### config.mk
export PLATFORM = sky130hd
export DESIGN_NAME = dpr_fifo_ctrl
export DESIGN_NICKNAME = d
export VERILOG_FILES = /design/src/rtl/dpr_fifo_ctrl.sv
export SDC_FILE = /design/constraint.sdc
export NUM_CORES = 1
export LEC_CHECK = 0
export CAP_MARGIN = 40
export CORE_MARGIN = 3
export CORE_UTILIZATION = 37
export CTS_CLUSTER_SIZE = 28
export DETAILED_ROUTE_END_ITERATION = 7
export MAX_ROUTING_LAYER = met4
export PLACE_DENSITY = 0.75
export SETUP_SLACK_MARGIN = 0.1
export SLEW_MARGIN = 5
export SYNTH_ARGS = -nofsm -noshare
export SYNTH_HDL_FRONTEND = slang
export SYNTH_SLANG_ARGS = --single-unit
export TNS_END_PERCENT = 1
### constraint.sdc
create_clock -name clk -period 3.6 [get_ports clk]
set_input_delay 0.72 -clock clk [delete_from_list [all_inputs] [get_ports clk]]
set_output_delay 0.72 -clock clk [all_outputs]
set_load 0.03 [all_outputs]
### src/rtl/dpr_fifo_ctrl.sv
// rtl/dpr_fifo_ctrl.sv - FIFO controller driving both ports of the dpr_sync dual-port RAM
// Optional sticky overflow/underflow outputs are enabled by defining DPR_FIFO_ERR_FLAGS_EN.
module dpr_fifo_ctrl #(
    parameter int MEM_WIDTH = 16,
    parameter int ADDR_SIZE = 10,
    parameter int MEM_DEPTH = 1024
) (
    input  logic                 clk,
    input  logic                 rst,
    input  logic                 push,
    input  logic [MEM_WIDTH-1:0] push_data,
    input  logic                 pop,
    output logic [MEM_WIDTH-1:0] pop_data,
    output logic                 pop_valid,
    output logic                 full,
    output logic                 empty,
    output logic [ADDR_SIZE:0]   count,
    output logic [MEM_WIDTH-1:0] ram_din,
    output logic [ADDR_SIZE-1:0] ram_add_wr,
    output logic [ADDR_SIZE-1:0] ram_add_rd,
    output logic                 ram_wr_en,
    output logic                 ram_rd_en,
    output logic                 ram_blk_select,
    input  logic [MEM_WIDTH-1:0] ram_dout
`ifdef DPR_FIFO_ERR_FLAGS_EN
    ,
    output logic                 overflow,
    output logic                 underflow
`endif
);

    localparam logic [ADDR_SIZE:0] DEPTH_C = (ADDR_SIZE + 1)'(MEM_DEPTH);

    logic [ADDR_SIZE-1:0] wr_ptr;
    logic [ADDR_SIZE-1:0] rd_ptr;
    logic                 wr_acc;
    logic                 rd_acc;

    assign full  = (count == DEPTH_C);
    assign empty = (count == '0);

    // Gating with rst keeps the RAM strobes quiet for the whole reset pulse.
    assign wr_acc = push & ~full & ~rst;
    assign rd_acc = pop & ~empty & ~rst;

    assign ram_wr_en      = wr_acc;
    assign ram_din        = push_data;
    assign ram_add_wr     = wr_ptr;
    assign ram_rd_en      = rd_acc;
    assign ram_add_rd     = rd_ptr;
    assign ram_blk_select = wr_acc | rd_acc;
    assign pop_data       = ram_dout;

    // Pointers wrap by natural overflow since MEM_DEPTH == 2**ADDR_SIZE.
    always_ff @(posedge clk or posedge rst) begin
        if (rst) begin
            wr_ptr    <= '0;
            rd_ptr    <= '0;
            count     <= '0;
            pop_valid <= 1'b0;
        end else begin
            if (wr_acc) wr_ptr <= wr_ptr + 1'b1;
            if (rd_acc) rd_ptr <= rd_ptr + 1'b1;
            case ({wr_acc, rd_acc})
                2'b10:   count <= count + 1'b1;
                2'b01:   count <= count - 1'b1;
                default: count <= count;
            endcase
            pop_valid <= rd_acc;
        end
    end

`ifdef DPR_FIFO_ERR_FLAGS_EN
    always_ff @(posedge clk or posedge rst) begin
        if (rst) begin
            overflow  <= 1'b0;
            underflow <= 1'b0;
        end else begin
            overflow  <= overflow | (push & full);
            underflow <= underflow | (pop & empty);
        end
    end
`endif

endmodule

; ---- After elaboration in Yosys (flattened, before gate mapping)
; Cells that the tools add are included.
[word_totals]
mem_count = 0
elab_cells = 22
rom_bits = 0
output_inout_bits = 69
in_bits = 36
mem_bits_rw = 0
latchBits = 0
reg_bits = 32
[op_classes]
n_eq_ne = 3
n_lt_le_gt_ge = 0
div_mod_pow = 0
add_sub_neg = 4
n_shift = 0
mul = 0
n_bitwise = 8
reduce_logical = 2
muxes = 1
[ops]
columns = cell, n
row1 = $pmux W11 S2, 1
row2 = $add A10 B1 Y10 const B, 2
row3 = $add A11 B1 Y11 const B, 1
row4 = $eq A11 B11 Y1 const B, 1
row5 = $logic_not A11 Y1, 1
row6 = $sub A11 B1 Y11 const B, 1
row7 = $and A1 B1 Y1, 4
row8 = $not A1 Y1, 3
row9 = $eq A2 B1 Y1 const B, 1
row10 = $eq A2 B2 Y1 const B, 1
row11 = $reduce_bool A2 Y1, 1
row12 = $or A1 B1 Y1, 1

; ---- Logic depth before layout (Yosys ltp)
; Gate-level depths: netlist of the first run.
[depth]
word_depth = 6
mapped_depth = 12
depth_no_buf = 11

; ---- Least setup slack after synthesis of the first run
; No wires, ideal clock.
[synth_timing]
kind = register to register
startpoint = reg count[5]
endpoint = reg count[10]
stages_incl_launch_ff = 11
t_arrival_ns = 3.694
path_slack_ns = -0.164
required_time_ns = 3.531
n_path_buf = 0
period_less_slack_ns = 3.764
setup_time_ns = 0.069
cell_sequence = dfrtp_1 > or4_4 > o41ai_4 > inv_1 > ha_1 > ha_1 > nor2b_1 > o31a_1 > o31a_1 > o41a_1 > nand3_1
[synth_via]
elab_chain_cells = 6
word_cells_on_any_way = 14
cone_classes = add/sub: 2 / eq/ne: 3 / mux: 1 / bitwise: 6 / reduce/logical: 2
[synth_lines]
columns = item, line
row1 = "start, declared", 17  ; output logic [ADDR_SIZE:0] count,
row2 = "start signal, assigned", 65  ; 2'b10: count <= count + 1'b1;
row3 = "start signal, assigned", 66  ; 2'b01: count <= count - 1'b1;
row4 = "start signal, assigned", 67  ; default: count <= count;
row5 = $logic_not A11 Y1 (*), 40  ; assign empty = (count == '0);
row6 = $not A1 Y1 (*), 44  ; assign rd_acc = pop & ~empty & ~rst;
row7 = $and A1 B1 Y1 (*) (2 in a row), 44
row8 = named net ram_rd_en, 22  ; output logic ram_rd_en,
row9 = $eq A2 B1 Y1 / $eq A2 B2 Y1 (equally long branches), 64  ; case ({wr_acc, rd_acc})
row10 = $pmux W11 S2 / $reduce_bool A2 Y1 (equally long branches), -
; Mark *: on every way through the listed nets, which the timed path passes. The rest lies on a longest branch.
; A chain may end at the register's enable or synchronous reset.

; ---- Worst setup path after layout of the first run
[layout_timing]
startpoint = reg count[5]
endpoint = reg count[10]
[layout_via]
elab_chain_cells = 6
word_cells_on_any_way = 14
cone_classes = add/sub: 2 / eq/ne: 3 / mux: 1 / bitwise: 6 / reduce/logical: 2
[layout_lines]
columns = item, line
row1 = $eq A11 B11 Y1 / $logic_not A11 Y1 (equally long branches), "39, 40"
row2 = $not A1 Y1 (on tied branches), "43, 44"
row3 = $and A1 B1 Y1 (on tied branches) (2 in a row), "43, 44"
row4 = $eq A2 B1 Y1 / $eq A2 B2 Y1 (equally long branches), 64
row5 = $pmux W11 S2 / $reduce_bool A2 Y1 (equally long branches), -
; Several ways; a longest one is shown, not always the timed one.

==> results of run 1 <==
-- cell usage after synthesis, types with 2 or more instances --
library cell | count | area [sq um]
nand2_1 | 18 | 67.6
a21oi_1 | 6 | 30.0
a211oi_1 | 2 | 15.0
or4_4 | 2 | 22.5
o21bai_1 | 2 | 15.0
nor2_1 | 9 | 33.8
ha_1 | 13 | 163
a21o_1 | 2 | 15.0
o31ai_1 | 2 | 15.0
xor2_1 | 8 | 70.1
nor3_1 | 4 | 20.0
clkbuf_1 | 3 | 11.3
o21a_1 | 5 | 37.5
nor4_1 | 2 | 12.5
nand3_1 | 8 | 40.0
and4_1 | 3 | 26.3
nor2b_1 | 3 | 18.8
mux2_2 | 4 | 45.0
nand4_1 | 5 | 31.3
nand3_2 | 2 | 20.0
inv_1 | 11 | 41.3
o21ai_0 | 5 | 25.0
o41a_1 | 2 | 22.5
o31a_1 | 2 | 17.5
xnor2_1 | 14 | 123
buf_4 | 32 | 240
dfrtp_1 | 32 | 801
-- where the power goes --
part	leakage (uW)	internal, uW	switching [uW]
Sequential	0.000403	483	168
Clock	0.0000552	205	131
Combinational	0.000640	461	588
-- sequential cells by signal, summed over array words and instances, names as in the netlist --
register    flops
ram_add_wr     10
count          11
pop_valid       1
ram_add_rd     10
-- per-layer routing --
layer / GRT usage, % / vias up
met5: - / -
met4: 4.65 / 0
met3: 4.17 / 8
met2: 22.1 / 41
met1: 18.7 / 764
li1: - / 759
-- how the worst min path moves through the flow --
stage / startpoint / endpoint / slack (ns) / depth (start not counted)
finish: ram_add_rd[9]$_DFFE_PP0P_ / ram_add_rd[9]$_DFFE_PP0P_ / 0.49 / 1
detailed placement: ram_add_wr[9]$_DFFE_PP0P_ / ram_add_wr[9]$_DFFE_PP0P_ / 0.49 / 1
CTS: ram_add_wr[6]$_DFFE_PP0P_ / ram_add_wr[6]$_DFFE_PP0P_ / 0.50 / 1
floorplan: count[0]$_DFFE_PP0P_ / count[0]$_DFFE_PP0P_ / 0.61 / 1
global route: ram_add_rd[8]$_DFFE_PP0P_ / ram_add_rd[8]$_DFFE_PP0P_ / 0.52 / 1
global placement: ram_add_rd[9]$_DFFE_PP0P_ / ram_add_rd[9]$_DFFE_PP0P_ / 0.46 / 1
-- cell type report --
type | instances | area (sq um) | share of cell area [%]
clock inverters | 2 | 35.0 | 1.38
clock buffers | 6 | 72.6 | 2.86
well taps | 72 | 90.1 | 3.55
inverters | 12 | 45.0 | 1.77
flip-flops and latches | 32 | 803 | 31.6
repair buffers | 47 | 453 | 17.8
multi-input cells | 136 | 1040 | 41.0
-- per-stage QoR --
stage | setup WS [ns] | util, % | hold WS (ns)
final | 0.264 | 45.9 | 0.490
after global routing | 0.0913 | 45.9 | 0.517
after CTS | 0.187 | 45.8 | 0.499
after detailed placement | 0.0844 | 43.6 | 0.488
after global placement | 0.147 | 43.6 | 0.462
after floorplan | 0.109 | - | 0.605
-- kinds of logic after synthesis --
family | count (synthesis) | share of synthesized area (%)
buffers and inverters | 48 | 14.4
flip-flops | 32 | 37.5
AND/OR/NAND/NOR | 59 | 14.8
multiplexers | 5 | 2.58
XOR/XNOR | 22 | 9.03
adder cells (fa/ha/maj) | 14 | 8.56
AO/OA/AOI/OAI | 36 | 13.1
-- worst max-delay path, delay by kind of cell, from the launching register on --
kind                       cells  cell delay [ns]
adders and majority gates      2             0.55
DFF                            1             0.42
AOI/OAI and AO/OA              4             1.36
and+or+nand+nor                3             0.83
buffers and inverters          1             0.13
-- what timing repair did --
| action | 4_1_cts | 5_1_grt |
|---|---|---|
| setup buffers | 2 | 0 |
| resized for setup | 0 | 2 |
| pin swaps | 1 | 0 |
| setup endpoints to repair | 2 | 4 |
==> results.py, run 1 <==
metrics = {
    "synthesis": {
        "ys.flop_type": "dfrtp_1",
        "syn_inst": 216,
        "synthArstFlopShare_pct": 100,
        "synth-edff-count": 0,
        "syn-num-nets": 266,
        "synth_warnings": 0,
        "netlist_area_sq_um": 2130,
        "ys_ff_latch": 32,
        "ys_types": 42,
        "synth_seq_area_share_pct": 37.5,
        "syn_avg_cell_area_sq_um": 9.88,
    },
    "clocking": {
        "cts.sinks": 32,
        "cts_max_path_buffers": 2,
        "htree_num_levels": 2,
        "postCtsHoldBufs": 0,
        "path_clk_slew_ns": 0.07,
        "root_buffer": "clkbuf_8",
        "clk-insertion-delay-late_ns": 0.28,
        "numCtsBuffers": 5,
        "cts_tree": "built",
    },
    "timing": {
        "slew_headroom_pct": 59.3,
        "period_share_pct": 92.7,
        "final-hold-violation-count": 0,
        "slew_viol_final": 0,
        "fmax_mhz": 300,
        "tightest_slew_ns": 0.610,
        "fin_skew_ns": 0.00749,
        "period_needed_ns": 3.34,
        "setup_viol": 0,
        "tns_ns": 0,
        "rsz0062_at_grt": "true",
    },
    "global_routing": {
        "grt_overflow_total": 0,
        "grt_first_pass_wirelength_mm": 7.24,
        "grt_max_degree": 19,
        "antenna_found_initial": 0,
        "grt_pass1_vias": 1527,
        "track_usage_pct": 14.5,
    },
    "cells_and_area": {
        "final_common_cell": "clkdlybuf4s50_1",
        "antenna_cells": 0,
        "fillers": 532,
        "nets": 284,
        "mostFrequentLayoutCells": "clkdlybuf4s50_1 (40), dfrtp_1 (30), nand2_1 (18)",
        "instances_no_fill": 307,
        "drive_gt1_share_pct": 14.0,
        "fin_area_sq_um": 2540,
        "area_delta_synth_final_pct": 19.1,
    },
    "job": {
        "maxCapViolCount": 0,
    },
    "drt": {
        "drtPass1Iterations": 4,
        "met1_length_mm": 2.00,
        "routedWlPerCell_microns": 14.3,
        "top_layer": "met4",
        "vias": 1572,
        "drcViolationCount": 0,
        "drtIter0Drc": 32,
        "wl_mm": 4.39,
        "vias_per_cell": 5.12,
        "wl_met3_microns": 266,
        "ant_nets": 0,
        "wl_met2_mm": 2.08,
    },
    "critical_path": {
        "startpoint_type": "flop",
        "worstPathArrival_ns": 3.56,
        "crit_slowest_cell": "or4_4",
        "timing.rr.start": "count[5]$_DFFE_PP0P_",
        "critPathLaunch": "count[5]$_DFFE_PP0P_",
        "cp_max_fo": 9,
        "reg2reg_depth": 10,
        "path_common_cell": "o31a_1",
        "r2r-end": "count[10]$_DFFE_PP0P_",
        "path_class": "reg -> reg",
        "r2r_setup_slack_ns": 0.26,
        "worstSetupEndpointType": "flop",
        "max_stage_delay_ns": 0.59,
        "cp_cell_sequence": "or4_4 -> o41ai_4 -> inv_2 -> ha_4 -> ha_1 -> nor2b_1 -> o31a_1 -> o31a_1 -> o41a_1 -> nand3_1",
        "crit_path_end": "count[10]$_DFFE_PP0P_",
        "required_ns": 3.82,
    },
    "pwr": {
        "fin_total_pwr_uw": 2040,
        "leakagePower_uw": 0.00110,
        "powerDensity_nw_per_um2": 801,
        "vdd_drop_max_mv": 0.454,
    },
    "placement": {
        "gp_congestion": 0.908,
        "dpl_cell_area_sq_um": 2410,
        "numPortBuffers": 40,
        "placed_cells": 297,
        "dp_hpwl_mm": 3.34,
    },
    "die": {
        "ios": 105,
        "die_x_microns": 82.0,
        "core-area_sq_um": 5540,
        "initial_core_util_pct": 38.5,
        "num_rows": 27,
        "die_y_microns": 82.0,
        "dieArea_sq_um": 6720,
    },
    "run_status": {
        "outcome": "finished clean",
    },
    "worst_hold_path": {
        "hold_path_class": "reg -> reg",
    },
}
(Power assumes the default switching activity.)
==> run 2: changes to the inputs <==
Settings changed: CORE_ASPECT_RATIO set to 2.
==> results.py, run 2 (synthesis results as in run 1) <==
metrics = {
    "critical_path": {
        "cpLargestDelayFamily": "compound AO/OA/AOI/OAI gates",
        "crit_buf_inv": 1,
        "worstSetupEndpointType": "flop",
        "crit_path_end": "count[10]$_DFFE_PP0P_",
        "path_class": "reg -> reg",
        "max_stage_delay_ns": 0.59,
        "timing.rr.start": "count[5]$_DFFE_PP0P_",
        "cp_cell_sequence": "or4_4 -> o41a_1 -> inv_2 -> ha_4 -> ha_1 -> nor2b_1 -> o31a_1 -> o31a_1 -> o41a_1 -> nand3_1",
        "reg2reg_depth": 10,
        "path_depth": 10,
        "r2r_setup_slack_ns": 0.31,
        "worstPathArrival_ns": 3.51,
        "critPathLaunch": "count[5]$_DFFE_PP0P_",
        "startpoint_type": "flop",
        "cp_max_fo": 10,
        "crit_slowest_cell": "or4_4",
        "required_ns": 3.82,
        "r2r-end": "count[10]$_DFFE_PP0P_",
    },
    "cells_and_area": {
        "largest_reg_flops": 11,
        "area_delta_synth_final_pct": 18.5,
        "nets": 287,
        "regMostFlops": "count",
        "antenna_cells": 0,
        "instances_no_fill": 298,
        "final_common_cell": "clkdlybuf4s50_1",
        "seq_area_sq_um": 803,
        "multi_input_area_sq_um": 1040,
        "fillers": 548,
        "mostFrequentLayoutCells": "clkdlybuf4s50_1 (39), dfrtp_1 (30), nand2_1 (18)",
        "drive_gt1_share_pct": 15.1,
    },
    "drt": {
        "vias": 1579,
        "wl_mm": 4.67,
        "drtIter0Drc": 35,
        "routedWlPerCell_microns": 15.7,
        "ant_nets": 0,
        "drtPass1Iterations": 4,
        "vias_per_cell": 5.30,
        "drcViolationCount": 0,
    },
    "placement": {
        "dp_hpwl_mm": 3.62,
        "placed_cells": 287,
        "gp_congestion": 0.894,
        "numPortBuffers": 40,
    },
    "die": {
        "die_x_microns": 59.7,
        "ios": 105,
        "initial_core_util_pct": 38.7,
        "dieArea_sq_um": 6770,
        "num_rows": 38,
        "core-area_sq_um": 5520,
        "die_y_microns": 113,
    },
    "global_routing": {
        "grt.busiest_layer": "met2",
        "grt_pass1_vias": 1609,
        "grt.met2_usage_pct": 25.9,
        "grt_first_pass_wirelength_mm": 7.79,
        "grt_overflow_total": 0,
        "grt_util_met1_pct": 17.0,
        "track_usage_pct": 15.7,
        "grt_max_degree": 18,
        "antenna_found_initial": 0,
        "use_met3_pct": 2.15,
    },
    "timing": {
        "final-hold-violation-count": 0,
        "tightest_slew_ns": 0.415,
        "period_needed_ns": 3.29,
        "rsz0062_at_grt": "false",
        "slew_headroom_pct": 72.1,
        "holdWs_ns": 0.473,
        "fmax_mhz": 304,
        "tns_ns": 0,
        "fin_skew_ns": 0.00162,
        "period_share_pct": 91.3,
        "slew_viol_final": 0,
        "setup_viol": 0,
    },
    "clocking": {
        "root_buffer": "clkbuf_8",
        "numCtsBuffers": 5,
        "cts_tree": "built",
        "clk-insertion-delay-late_ns": 0.28,
        "postCtsHoldBufs": 0,
        "cts.sinks": 32,
        "htree_num_levels": 2,
        "path_clk_slew_ns": 0.06,
        "cts_max_path_buffers": 2,
    },
    "pwr": {
        "leakagePower_uw": 0.00110,
        "vdd_drop_max_mv": 0.420,
        "powerDensity_nw_per_um2": 801,
    },
    "job": {
        "maxCapViolCount": 0,
    },
    "run_status": {
        "outcome": "finished clean",
    },
    "worst_hold_path": {
        "hold_path_class": "reg -> reg",
    },
}
run 2: report_power, final:
group          internal (uW)  switching [uW]
logic                    483             621
registers                483             152
clock network            156             129
run 2: layout make-up:
type | instances | area share, %
Multi-Input combinational cell | 136 | 41.2
Timing Repair Buffer | 50 | 18.7
Tap cell | 60 | 2.97
Clock buffer | 8 | 3.56
Sequential cell | 32 | 31.8
Inverter | 12 | 1.78
run 2: worst reg2reg max path: stages (launching register included):
cell,delay [ns]
dfrtp_1,0.41
or4_4,0.59
o41a_1,0.43
inv_2,0.12
ha_4,0.21
ha_1,0.29
nor2b_1,0.16
o31a_1,0.28
o31a_1,0.29
o41a_1,0.37
nand3_1,0.07
run 2: timing repair:
item	in CTS	in global routing
pin swaps	1	1
cloned	0	0
setup buffers	1	2
resized for setup	0	2
setup endpoints to repair	2	5
run 2: per-stage QoR:
step	power, uW	utilization (%)	area (sq um)	setup WS (ns)
final	2020	45.8	2530	0.312
after global routing	2160	45.8	2530	0.128
after global placement	1730	43.7	2410	0.0861
after CTS	2040	45.5	2510	0.138
after floorplan	1380	-	2150	0.109
after detailed placement	1740	43.7	2410	0.0504
run 2: worst min path at each step:
stage / slack (ns) / end / start / cells after the start
finish: 0.47 / ram_add_rd[9]$_DFFE_PP0P_ / ram_add_rd[9]$_DFFE_PP0P_ / 1
global route: 0.52 / ram_add_wr[6]$_DFFE_PP0P_ / ram_add_wr[6]$_DFFE_PP0P_ / 1
CTS: 0.48 / ram_add_rd[9]$_DFFE_PP0P_ / ram_add_rd[9]$_DFFE_PP0P_ / 1
detailed placement: 0.47 / ram_add_rd[9]$_DFFE_PP0P_ / ram_add_rd[9]$_DFFE_PP0P_ / 1
global placement: 0.46 / ram_add_rd[9]$_DFFE_PP0P_ / ram_add_rd[9]$_DFFE_PP0P_ / 1
floorplan: 0.61 / count[0]$_DFFE_PP0P_ / count[0]$_DFFE_PP0P_ / 1
run 2: per-layer routing:
layer  vias to the layer above  wire, microns
met3                        11            230
met2                        33           2590
met1                       768           1690
met4                         0            154
met5                         -              0
li1                        767              -
==> run 3: changes to the inputs <==
Settings changed: CORE_UTILIZATION 37 to 30, CTS_CLUSTER_DIAMETER set to 30, PLACE_DENSITY 0.75 to 0.63.
==> results.py, run 3 (synthesis results as in run 1) <==
metrics = {
    "placement": {
        "numPortBuffers": 40,
        "dpl_cell_area_sq_um": 2480,
        "dp_slack_ns": 0.121,
        "gp_congestion": 0.946,
        "dp_hpwl_mm": 3.80,
    },
    "run_status": {
        "outcome": "finished clean",
    },
    "pwr": {
        "pwr-share-clk_pct": 19.0,
        "powerDensity_nw_per_um2": 822,
        "p_switching_uw": 953,
        "vdd_drop_max_mv": 0.311,
        "netSwitchingFraction_pct": 43.2,
        "leakagePower_uw": 0.00117,
        "p_int_uw": 1250,
        "seq_power_share_pct": 29.1,
        "p_comb_share_pct": 51.8,
    },
    "die": {
        "core-area_sq_um": 6780,
        "die_x_microns": 65.6,
        "dieArea_sq_um": 8220,
        "die_y_microns": 125,
        "num_rows": 42,
        "ios": 105,
        "initial_core_util_pct": 31.5,
    },
    "worst_hold_path": {
        "hp-start": "ram_add_rd[9]$_DFFE_PP0P_",
        "hold_path_class": "reg -> reg",
    },
    "timing": {
        "final-hold-violation-count": 0,
        "tns_ns": 0,
        "holdWs_ns": 0.470,
        "slew_headroom_pct": 60.6,
        "rsz0062_at_grt": "false",
        "slew_viol_final": 0,
        "layout_setup_ws_ns": 0.216,
        "tightest_slew_ns": 0.591,
        "setup_viol": 0,
        "fmax_mhz": 295,
        "period_needed_ns": 3.38,
        "fin_skew_ns": 0.00465,
        "period_share_pct": 94.0,
    },
    "cells_and_area": {
        "fin_area_sq_um": 2680,
        "mostFrequentLayoutCells": "clkdlybuf4s50_1 (39), dfrtp_1 (30), nand2_1 (18), buf_4 (18), xnor2_1 (14)",
        "final_common_cell": "clkdlybuf4s50_1",
        "multi_input_area_sq_um": 1060,
        "seq_area_sq_um": 803,
        "regMostFlops": "count",
        "largest_reg_flops": 11,
        "antenna_cells": 0,
        "nets": 294,
        "drive_gt1_share_pct": 19.2,
        "fin_util_pct": 39.6,
        "fillers": 672,
        "area_delta_synth_final_pct": 25.7,
    },
    "clocking": {
        "htree_num_levels": 2,
        "root_buffer": "clkbuf_16",
        "cts.sinks": 32,
        "numCtsBuffers": 5,
        "postCtsHoldBufs": 0,
        "cts_max_path_buffers": 2,
        "clk-insertion-delay-late_ns": 0.28,
        "cts_tree": "built",
        "path_clk_slew_ns": 0.05,
    },
    "drt": {
        "top_layer": "met4",
        "wl_mm": 5.07,
        "drtIter0Drc": 79,
        "routedWlPerCell_microns": 15.2,
        "met1_length_mm": 1.98,
        "ant_nets": 0,
        "drcViolationCount": 0,
        "vias": 1647,
        "wl_met2_mm": 2.72,
        "drtPass1Iterations": 4,
        "vias_per_cell": 4.95,
        "wl_met3_microns": 195,
    },
    "critical_path": {
        "cp_max_fo": 8,
        "timing.rr.start": "count[6]$_DFFE_PP0P_",
        "r2r_setup_slack_ns": 0.22,
        "path_class": "reg -> reg",
        "required_ns": 3.81,
        "critPathLaunch": "count[6]$_DFFE_PP0P_",
        "startpoint_type": "flop",
        "worstPathArrival_ns": 3.60,
        "worstSetupEndpointType": "flop",
    },
    "global_routing": {
        "grt_first_pass_wirelength_mm": 8.20,
        "grt_max_degree": 20,
        "track_usage_pct": 13.3,
        "grt_overflow_total": 0,
        "antenna_found_initial": 0,
        "grt_pass1_vias": 1667,
    },
    "job": {
        "maxCapViolCount": 0,
    },
}
## run 3: changes by cell type in the layout (fill, tap and decap cells not counted), moves of 2 or more
cell       change
clkbuf_1       -2
clkbuf_8       -6
clkinv_2       +2
clkbuf_16      +5
buf_4          +7
## run 3: power groups by stage
| stage | combinational [uW] | clock (uW) | sequential, uW |
|---|---|---|---|
| finish | 1140 | 420 | 643 |
| global route | 1230 | 445 | 663 |
| CTS | 1130 | 429 | 642 |
| detailed placement | 1120 | 0 | 645 |
| global placement | 1100 | 0 | 643 |
| floorplan | 523 | 0 | 860 |
## run 3: stage by stage
| stage | instances | total power (uW) |
|---|---|---|
| global route | 333 | 2340 |
| detailed placement | 319 | 1760 |
| floorplan | 216 | 1380 |
| global placement | 319 | 1750 |
| finish | 333 | 2210 |
| CTS | 327 | 2200 |
## run 3: critical path: stages (launching register included)
cell     delay (ns)
dfrtp_1        0.43
or4_4          0.60
o41a_1         0.42
inv_2          0.12
ha_4           0.20
ha_4           0.22
nor2b_2        0.16
o31a_1         0.34
o31a_1         0.37
o41a_1         0.38
nand3_1        0.07
## run 3: cell type report
type | instances | share of cell area (%)
Tap cell | 88 | 4.10
Clock buffer | 5 | 4.66
Clock inverter | 3 | 0.699
Sequential cell | 32 | 29.9
Multi-Input combinational cell | 136 | 39.3
Timing Repair Buffer | 57 | 19.6
Inverter | 12 | 1.68
## run 3: final timing paths
check	end	cells after the start
hold reg to reg	ram_add_rd[9]$_DFFE_PP0P_	1
setup reg to reg	count[10]$_DFFE_PP0P_	10
setup / recovery	count[10]$_DFFE_PP0P_	10
max in group asynchronous	ram_add_rd[6]$_DFFE_PP0P_	3
hold / removal	ram_add_rd[9]$_DFFE_PP0P_	1
min in group asynchronous	count[10]$_DFFE_PP0P_	2
## run 3: what timing repair did
item | CTS | global route
endpoints found under the setup margin | 0 | 5
buffers inserted | 0 | 6
resized for setup | 0 | 4
## run 3: metal layers
| layer | vias up | GRT usage (%) |
|---|---|---|
| li1 | 777 | - |
| met1 | 801 | 14.1 |
| met2 | 46 | 22.4 |
| met3 | 23 | 1.97 |
| met4 | 0 | 8.19 |
| met5 | - | - |
